## config.mk

```make
export PLATFORM = sky130hd
export DESIGN_NAME = wb_regfile_flat
export DESIGN_NICKNAME = d
export VERILOG_FILES = /design/src/rtl/wb_regfile_if.sv /design/src/rtl/wb_regfile.sv /design/src/flat_wrapper.sv
export SDC_FILE = /design/constraint.sdc
export NUM_CORES = 2
export LEC_CHECK = 0
export BUFFER_PORTS_ARGS = -buffer_cell sky130_fd_sc_hd__buf_2
export CORE_MARGIN = 2
export CORE_UTILIZATION = 55
export DETAILED_ROUTE_END_ITERATION = 8
export PLACE_DENSITY = 0.71
export SYNTH_ARGS = -nofsm -noshare
export SYNTH_HDL_FRONTEND = slang
export SYNTH_SLANG_ARGS = --single-unit
export TNS_END_PERCENT = 10
```

## constraint.sdc

```tcl
create_clock -name clk -period 2.1 [get_ports clk]
set_input_delay 0.21 -clock clk [delete_from_list [all_inputs] [get_ports clk]]
set_output_delay 0.21 -clock clk [all_outputs]
set_load 0.03 [all_outputs]
```

## src/rtl/wb_regfile_if.sv

```systemverilog
// wb_regfile_if: write-back, read-port and debug-dump signal bundle for wb_regfile.
// Rev 1.0
`default_nettype none

interface wb_regfile_if #(
   parameter int XLEN = 32,
   parameter int IDXW = 5
);
   logic [IDXW-1:0] WriteBackNum;
   logic            WriteBackReg;
   logic [XLEN-1:0] WriteBackData;
   logic [IDXW-1:0] ReadNum1;
   logic [XLEN-1:0] ReadData1;
   logic [IDXW-1:0] ReadNum2;
   logic [XLEN-1:0] ReadData2;
   logic            DumpStart;
   logic            DumpValid;
   logic            DumpReady;
   logic [IDXW-1:0] DumpIdx;
   logic [XLEN-1:0] DumpData;
   logic            DumpBusy;

   modport master (
      output WriteBackNum, WriteBackReg, WriteBackData,
      output ReadNum1, ReadNum2, DumpStart, DumpReady,
      input  ReadData1, ReadData2, DumpValid, DumpIdx, DumpData, DumpBusy
   );

   modport slave (
      input  WriteBackNum, WriteBackReg, WriteBackData,
      input  ReadNum1, ReadNum2, DumpStart, DumpReady,
      output ReadData1, ReadData2, DumpValid, DumpIdx, DumpData, DumpBusy
   );
endinterface

`default_nettype wire

```

## src/rtl/wb_regfile.sv

```systemverilog
// wb_regfile: x0..x31 register file with write-first bypass reads and a debug dump sequencer.
// Rev 1.0
`default_nettype none

module wb_regfile #(
   parameter int XLEN  = 32,
   parameter int NREGS = 32
) (
   input  logic         clk,
   input  logic         rst_n,
   wb_regfile_if.slave  bus
);
   localparam int              IDXW       = $clog2(NREGS);
   localparam logic [IDXW-1:0] C_LAST_IDX = IDXW'(NREGS - 1);

   typedef enum logic [0:0] {
      S_IDLE = 1'b0,
      S_DUMP = 1'b1
   } state_t;

   logic [XLEN-1:0] r_regs [NREGS];
   state_t          r_state;
   logic            r_dump_valid;
   logic            r_dump_busy;
   logic [IDXW-1:0] r_dump_idx;
   logic [XLEN-1:0] w_rd1;
   logic [XLEN-1:0] w_rd2;

   // Entry 0 is never written, so it stays at its reset value of zero.
   always_ff @(posedge clk or negedge rst_n) begin
      if (!rst_n) begin
         for (int i = 0; i < NREGS; i++) begin
            r_regs[i] <= '0;
         end
      end else if (bus.WriteBackReg && (bus.WriteBackNum != '0)) begin
         r_regs[bus.WriteBackNum] <= bus.WriteBackData;
      end
   end

   always_comb begin
      w_rd1 = r_regs[bus.ReadNum1];
      if (!rst_n || (bus.ReadNum1 == '0)) begin
         w_rd1 = '0;
      end else if (bus.WriteBackReg && (bus.WriteBackNum == bus.ReadNum1)) begin
         w_rd1 = bus.WriteBackData;
      end
   end

   always_comb begin
      w_rd2 = r_regs[bus.ReadNum2];
      if (!rst_n || (bus.ReadNum2 == '0)) begin
         w_rd2 = '0;
      end else if (bus.WriteBackReg && (bus.WriteBackNum == bus.ReadNum2)) begin
         w_rd2 = bus.WriteBackData;
      end
   end

   always_ff @(posedge clk or negedge rst_n) begin
      if (!rst_n) begin
         r_state      <= S_IDLE;
         r_dump_valid <= 1'b0;
         r_dump_busy  <= 1'b0;
         r_dump_idx   <= '0;
      end else begin
         case (r_state)
            S_IDLE: begin
               if (bus.DumpStart) begin
                  r_state      <= S_DUMP;
                  r_dump_valid <= 1'b1;
                  r_dump_busy  <= 1'b1;
                  r_dump_idx   <= '0;
               end
            end
            S_DUMP: begin
               if (bus.DumpReady) begin
                  if (r_dump_idx == C_LAST_IDX) begin
                     r_state      <= S_IDLE;
                     r_dump_valid <= 1'b0;
                     r_dump_busy  <= 1'b0;
                     r_dump_idx   <= '0;
                  end else begin
                     r_dump_idx <= r_dump_idx + 1'b1;
                  end
               end
            end
            default: begin
               r_state      <= S_IDLE;
               r_dump_valid <= 1'b0;
               r_dump_busy  <= 1'b0;
               r_dump_idx   <= '0;
            end
         endcase
      end
   end

   assign bus.ReadData1 = w_rd1;
   assign bus.ReadData2 = w_rd2;
   assign bus.DumpValid = r_dump_valid;
   assign bus.DumpBusy  = r_dump_busy;
   assign bus.DumpIdx   = r_dump_idx;
   // Dump shows committed contents only; a stalled beat follows later writes.
   assign bus.DumpData  = r_dump_valid ? r_regs[r_dump_idx] : '0;
endmodule

`default_nettype wire

```

## src/flat_wrapper.sv

```systemverilog
// flat-port wrapper written by rule: the top's interface ports become plain ports
module wb_regfile_flat 
#(
   parameter int XLEN  = 32,
   parameter int NREGS = 32
)
  (clk, rst_n, bus_WriteBackNum, bus_WriteBackReg, bus_WriteBackData, bus_ReadNum1, bus_ReadNum2, bus_DumpStart, bus_DumpReady, bus_ReadData1, bus_ReadData2, bus_DumpValid, bus_DumpIdx, bus_DumpData, bus_DumpBusy);
  wb_regfile_if #(.XLEN(XLEN), .IDXW(5)) bus_i ();
  input  logic clk;
  input  logic rst_n;
  input wire logic [$bits(bus_i.WriteBackNum)-1:0] bus_WriteBackNum;
  input wire logic [$bits(bus_i.WriteBackReg)-1:0] bus_WriteBackReg;
  input wire logic [$bits(bus_i.WriteBackData)-1:0] bus_WriteBackData;
  input wire logic [$bits(bus_i.ReadNum1)-1:0] bus_ReadNum1;
  input wire logic [$bits(bus_i.ReadNum2)-1:0] bus_ReadNum2;
  input wire logic [$bits(bus_i.DumpStart)-1:0] bus_DumpStart;
  input wire logic [$bits(bus_i.DumpReady)-1:0] bus_DumpReady;
  output wire logic [$bits(bus_i.ReadData1)-1:0] bus_ReadData1;
  output wire logic [$bits(bus_i.ReadData2)-1:0] bus_ReadData2;
  output wire logic [$bits(bus_i.DumpValid)-1:0] bus_DumpValid;
  output wire logic [$bits(bus_i.DumpIdx)-1:0] bus_DumpIdx;
  output wire logic [$bits(bus_i.DumpData)-1:0] bus_DumpData;
  output wire logic [$bits(bus_i.DumpBusy)-1:0] bus_DumpBusy;
  assign bus_i.WriteBackNum = bus_WriteBackNum;
  assign bus_i.WriteBackReg = bus_WriteBackReg;
  assign bus_i.WriteBackData = bus_WriteBackData;
  assign bus_i.ReadNum1 = bus_ReadNum1;
  assign bus_i.ReadNum2 = bus_ReadNum2;
  assign bus_i.DumpStart = bus_DumpStart;
  assign bus_i.DumpReady = bus_DumpReady;
  assign bus_ReadData1 = bus_i.ReadData1;
  assign bus_ReadData2 = bus_i.ReadData2;
  assign bus_DumpValid = bus_i.DumpValid;
  assign bus_DumpIdx = bus_i.DumpIdx;
  assign bus_DumpData = bus_i.DumpData;
  assign bus_DumpBusy = bus_i.DumpBusy;
  wb_regfile #(.XLEN(XLEN), .NREGS(NREGS)) u_core (.clk(clk), .rst_n(rst_n), .bus(bus_i));
endmodule
```

# Word level (Yosys, flattened, before mapping)
# Index checks and enable logic that the tools add are counted.
[classes]
eq_ne = 6
n_reduce_logical = 12
muxes = 29
n_lt_le_gt_ge = 5
n_bitwise = 5
add_sub_neg = 1
[op_table]
columns = ["cell", "n"]
rows = [
  ["bitwise mux 1024 bit", 1],
  ["binary-select mux 32 bit (select 5 bit)", 3],
  ["two-way mux 32 bit", 12],
  ["demux 32 bit (select 5 bit)", 1],
  [">= comparator 6 bit, second input constant", 4],
  ["NOT 5 -> 6 bit", 4],
  ["two-way mux 5 bit", 3],
  ["equality test 5 bit", 2],
  ["logical NOT 5 bit", 2],
  ["case mux 5 bit (2 select lines)", 1],
  ["< comparator 6 x 1 -> 1 bit, second input constant", 1],
  ["two-way mux 1 bit", 6],
  ["inequality test 2 bit, second input constant", 3],
  ["adder 5 x 1 -> 5 bit, second input constant", 1],
  ["equality test 5 bit, second input constant", 1],
  ["nonzero test 5 bit", 1],
  ["logical AND 1 bit", 4],
  ["case mux 1 bit (2 select lines)", 2],
  ["AND reduction 3 bit", 1],
  ["logical OR 1 bit", 2],
  ["AND reduction 2 bit", 1],
  ["logical NOT 1 bit", 1],
  ["NOT 1 bit", 1],
]
[word_totals]
inputBits = 52
word_cells = 93
reg_bits = 1031
out_inout_bits = 103

# Longest topological paths before layout
[depth]
depth_word = 6
depth_mapped = 9
depth_no_buf = 7

# Least setup slack after synthesis
# Ideal clock, no wire load.
[synth_timing]
path_kind = "register to output"
from = "register u_core.r_dump_idx[1], in the netlist u_core.bus.DumpIdx[1]"
to = "output port bus_DumpData[30]"
t_required_ns = 1.890
path_buffers = 4
t_arrival_ns = 2.716
stages_incl_launch_ff = 9
slack_ns = -0.826
path_cell_list = "dfrtp_1 buf_2 nand2b_1 buf_2 buf_2 buf_2 o221ai_1 a21boi_0 o41ai_1"
[synth_via]
elab_chain_cells = 5
[synth_lines]
columns = ["element", "line_no", "text"]
rows = [
  ["from (decl)", "wb_regfile.sv:25", "logic [IDXW-1:0] r_dump_idx;"],
  ["from (signal assigned)", "wb_regfile.sv:82", "r_dump_idx <= r_dump_idx + 1'b1;"],
  ["NOT 5 -> 6 bit (implied by the code)", "wb_regfile.sv:102", "assign bus.DumpData = r_dump_valid ? r_regs[r_dump_idx] : '0;"],
  ["binary-select mux 32 bit (select 5 bit)", "wb_regfile.sv:102", ""],
  ["two-way mux 32 bit (implied by the code) (2 in series)", "wb_regfile.sv:102", ""],
  ["two-way mux 32 bit", "wb_regfile.sv:102", ""],
  ["to (decl)", "flat_wrapper.sv:22", "output wire logic [$bits(bus_i.DumpData)-1:0] bus_DumpData;"],
]
# Every way passes these cells. The select of a mux whose other input is x is not followed.

# Final worst setup path
[layout_timing]
from = "register u_core.r_dump_idx[0], in the netlist u_core.bus.DumpIdx[0]"
to = "output port bus_DumpData[2]"
# Same word-level chain as after synthesis.

==> results.txt <==
- Final cycle utilization of the critical path: 154.9%
- Summing the areas of all compound-gate instances in the mapped netlist gives between 9 and 10% of the synthesized area.
- TritonCTS built the clock tree.
* Leakage power of the design: roughly 0.035 µW
- The longest clock path from root to sink contains 3 buffers.
* Placer's final routability congestion estimate: 0.9473
- The initial antenna violation count was 10.
- Sequential element share of the synthesized area: 40.02%
- Synthesis inferred a little over 1000 register bits.
* Global route overflow: 0
- Once routing completed, OpenROAD measured the worst setup slack at -1.154 ns.
- Synth-to-Final Area Change: 23.92%
- The die covers 0.1200 mm².
* Detailed Place HPWL: ~150 mm
- Antenna viol nets, final: 0
* Max-slew violation count: 0
- Core Area: 0.1162 mm²
- The top cell types in the final layout, fill and taps aside, are sky130_fd_sc_hd__dfrtp_1 (1024), sky130_fd_sc_hd__mux2_2 (1004), sky130_fd_sc_hd__buf_4 (625), sky130_fd_sc_hd__mux4_2 (512), sky130_fd_sc_hd__mux2i_1 (501).
* Run status: finished with violations
- The worst hold path belongs to the class primary input to asynchronous set/reset pin.
* Simple-gate portion of the synthesized area: 3.086%
- Peak supply drop: approximately 0.83 mV
- Post-synth EDFFs: 0
* Maximum operating frequency: 0.3073 GHz
- After synthesis, the share of flip-flops with an asynchronous set or reset is 100.0%.
* Count of unique library cells instantiated by Yosys: 57
* Average wire per cell in the routed design: 34.13 µm
- Total placed instance area: 0.07395 mm²
* CP cell instances: buf_12 > buf_16 > buf_4 > mux2i_1 > nor2_1 > o32ai_1 > a2111oi_2 > a41o_1 > buf_6
- In the routed layout, each cell is associated on average with a via count of between 7 and 8.
* Post-Syn Area per Cell: 13.26 µm²
- CTS built an H-tree with a depth of 3.
- Standard-cell rows: 125
* Critical setup path kind: flip-flop to output pin
- Number of setup violations in the final report: 99
- I/O pin count: 155
* Crit path capture type: output pin
- Most common flop cell mapped by yosys: sky130_fd_sc_hd__dfrtp_1
* Min Clock Period, post-route: 3.254 ns
- Drt drc: 0
- Clock latency at the later pin of the worst-skew pair: about 0.73 ns
- Number of clock sinks: between 1000 and 1500
- Largest stage delay, worst path: roughly 0.55 ns
- After Yosys synthesis, full adders, half adders and majority gates account for 0.03881% of the synthesized area.
* Starting density of the core: 55.48%
* Number of maximum-capacitance violations: 0
* Cell Area, Synth: approximately 0.064 mm²
- Violations in the final reports: negative setup slack
* Power density over the cells: approximately 980 mW/mm²
- Fraction of the core area covered by cells at the end of the flow: 68.76%
- The first global-routing pass estimated 352.3 mm of wire.
- Buffers inserted during clock tree synthesis total 113.
* Number of port buffers: 154
* RSZ-0062 raised after global routing: true
- For the worst setup path, the data required time is 1.89 ns.
* Pin slew with the least headroom to its limit: between 1 and 1.5 ns
* Root cell of the clock tree: sky130_fd_sc_hd__clkbuf_16
* Crit path arrival time: 3.04 ns
- The die is 346.4 µm tall.
- Global-route usage over all layers: 39.80%
* Leading cell type in the layout, fill and taps excluded: sky130_fd_sc_hd__dfrtp_1
- Drt initial violations: 5963
- The final route contains between 50000 and 60000 vias.
- The first detailed-routing pass took 6 iterations.
* Share of synthesized area spent on multiplexers: 43.21%
- Of the cells placed in the final design, the portion with a size suffix greater than 1 is 53.86%.
- Total power for the finished layout comes to 77920 µW.
* Flop2flop setup slack: -0.07 ns
* Synthesized netlist net count: 4916
- From left edge to right edge, the die measures 346.4 µm.
* Critical path fanouts, max: 9
- Nets: 5469
- Pin count of the biggest net entering global routing: 163
- Cells after synthesis: 4862
* Dominant combinational cell family by area after synthesis: multiplexers
- Design area: 0.07990 mm²
- Via count of the first global-routing pass: 52170
- Clock-pin slew was measured on the worst setup and hold paths at 0.06 ns.
* Relative slew slack: 7.720%
- The synthesized netlist devotes 0.1223% of its cell area to XOR and XNOR gates.
- The worst setup path is launched from a flip-flop.
* Hold Vio Cnt, Final: 0
- Wires add up to around 240 mm.
- Hold is met by 0.1039 ns.
* Synthesis Warnings: 0
- On the critical path, the stage with the largest delay is an instance of sky130_fd_sc_hd__dfrtp_4.
* Clk_skew: 0.007012 ns
==> cell families (layout without fill, tap and decap cells) <==
logic type,after synthesis,after routing
AOI/OAI and AO/OA,797,797
xor gates and xnor gates,9,9
adders and majority gates,2,2
buffers and inverters,570,1220
DFF,1031,1031
muxes,2018,2018
other,0,2
and+or+nand+nor,435,435
==> report_power, final <==
part	switching, µW	internal [µW]	leakage (µW)	total, µW
clock network	8690	12900	0.00197	21600
logic	14100	14700	0.0199	28900
registers	3750	23700	0.0132	27400
==> synth_stat cells (33+ instances only) <==
cell type | count | area, µm²
sky130_fd_sc_hd__a22oi_1 | 128 | 960.9
sky130_fd_sc_hd__buf_1 | 72 | 270.3
sky130_fd_sc_hd__o21ai_1 | 33 | 165.2
sky130_fd_sc_hd__o32ai_1 | 53 | 464.2
sky130_fd_sc_hd__buf_2 | 145 | 725.7
sky130_fd_sc_hd__nor3_1 | 35 | 175.2
sky130_fd_sc_hd__a221oi_1 | 64 | 560.5
sky130_fd_sc_hd__buf_4 | 54 | 405.4
sky130_fd_sc_hd__o21ai_0 | 57 | 285.3
sky130_fd_sc_hd__dfrtp_1 | 1031 | 25800
sky130_fd_sc_hd__mux4_2 | 512 | 11530
sky130_fd_sc_hd__nand2_1 | 42 | 157.7
sky130_fd_sc_hd__nor2_1 | 259 | 972.2
sky130_fd_sc_hd__o221ai_1 | 43 | 376.6
sky130_fd_sc_hd__a21oi_1 | 112 | 560.5
sky130_fd_sc_hd__a211oi_1 | 63 | 473.0
sky130_fd_sc_hd__mux2_2 | 1004 | 11310
sky130_fd_sc_hd__a22o_1 | 66 | 578.1
sky130_fd_sc_hd__nor4_1 | 33 | 206.5
sky130_fd_sc_hd__clkbuf_1 | 261 | 979.7
sky130_fd_sc_hd__mux2i_1 | 502 | 5025
==> metrics by stage <==
| step | TNS, ns | std cells | setup WS [ns] |
|---|---|---|---|
| final | -72.79 | 7038 | -1.154 |
| after global routing | -77.72 | 7038 | -1.242 |
| after CTS | -73.80 | 7028 | -1.139 |
| after detailed placement | -110.28 | 6784 | -0.5543 |
| after global placement | -99.42 | 6784 | -0.5599 |
| after floorplan | -4.421 | 4862 | -0.1486 |
==> flip-flops by register name, indices dropped and copies added, names as in the netlist <==
signal                count
u_core.bus.DumpIdx        5
u_core.r_state            1
u_core.r_regs          1024
u_core.bus.DumpValid      1
==> metal layers <==
metal  routed length (µm)  global-route usage, %
met5                   75                      0
met2               103300                  57.29
met1                88230                  52.51
met3                31020                  12.67
met4                17560                  24.61
==> critical path: cells and delay by family (launching register included) <==
kind / cells / cell delay (ns)
flops: 1 / 0.55
simple gates: 1 / 0.20
buf+inv: 4 / 0.68
compound gates: 3 / 0.72
mux: 1 / 0.14
==> timing repair <==
action,CTS,global route
hold buffers,18,0
cloned,2,1
pin swaps,104,23
setup buffers,12,7
setup endpoints to repair,102,101
gates resized for setup,295,98
endpoints found under the hold margin,709,0
==> final timing paths <==
| path | from | depth (start not counted) | end |
|---|---|---|---|
| setup / recovery | u_core.bus.DumpIdx[0] | 9 | bus_DumpData[2] |
| hold / removal | rst_n | 2 | u_core.r_regs[948] |
| setup reg to reg | u_core.bus.DumpIdx[0] | 9 | u_core.bus.DumpIdx[2] |
| hold reg to reg | u_core.r_regs[1008] | 0 | u_core.r_regs[1008] |
| max in group asynchronous | rst_n | 5 | u_core.r_regs[875] |
| min in group clk | bus_WriteBackData[3] | 3 | u_core.r_regs[963] |
==> area by class of cell <==
| cell class | count | area, µm² |
|---|---|---|
| clock inverters | 38 | 548.0 |
| inverters | 4 | 15.01 |
| flip-flops and latches | 1031 | 25820 |
| repair buffers | 1004 | 10650 |
| diodes | 2 | 5.005 |
| clock buffers | 174 | 3482 |
| multi-input cells | 3261 | 37470 |
| fillers | 7927 | 36310 |
| well taps | 1524 | 1907 |
Power figures use the tool's default switching activity.
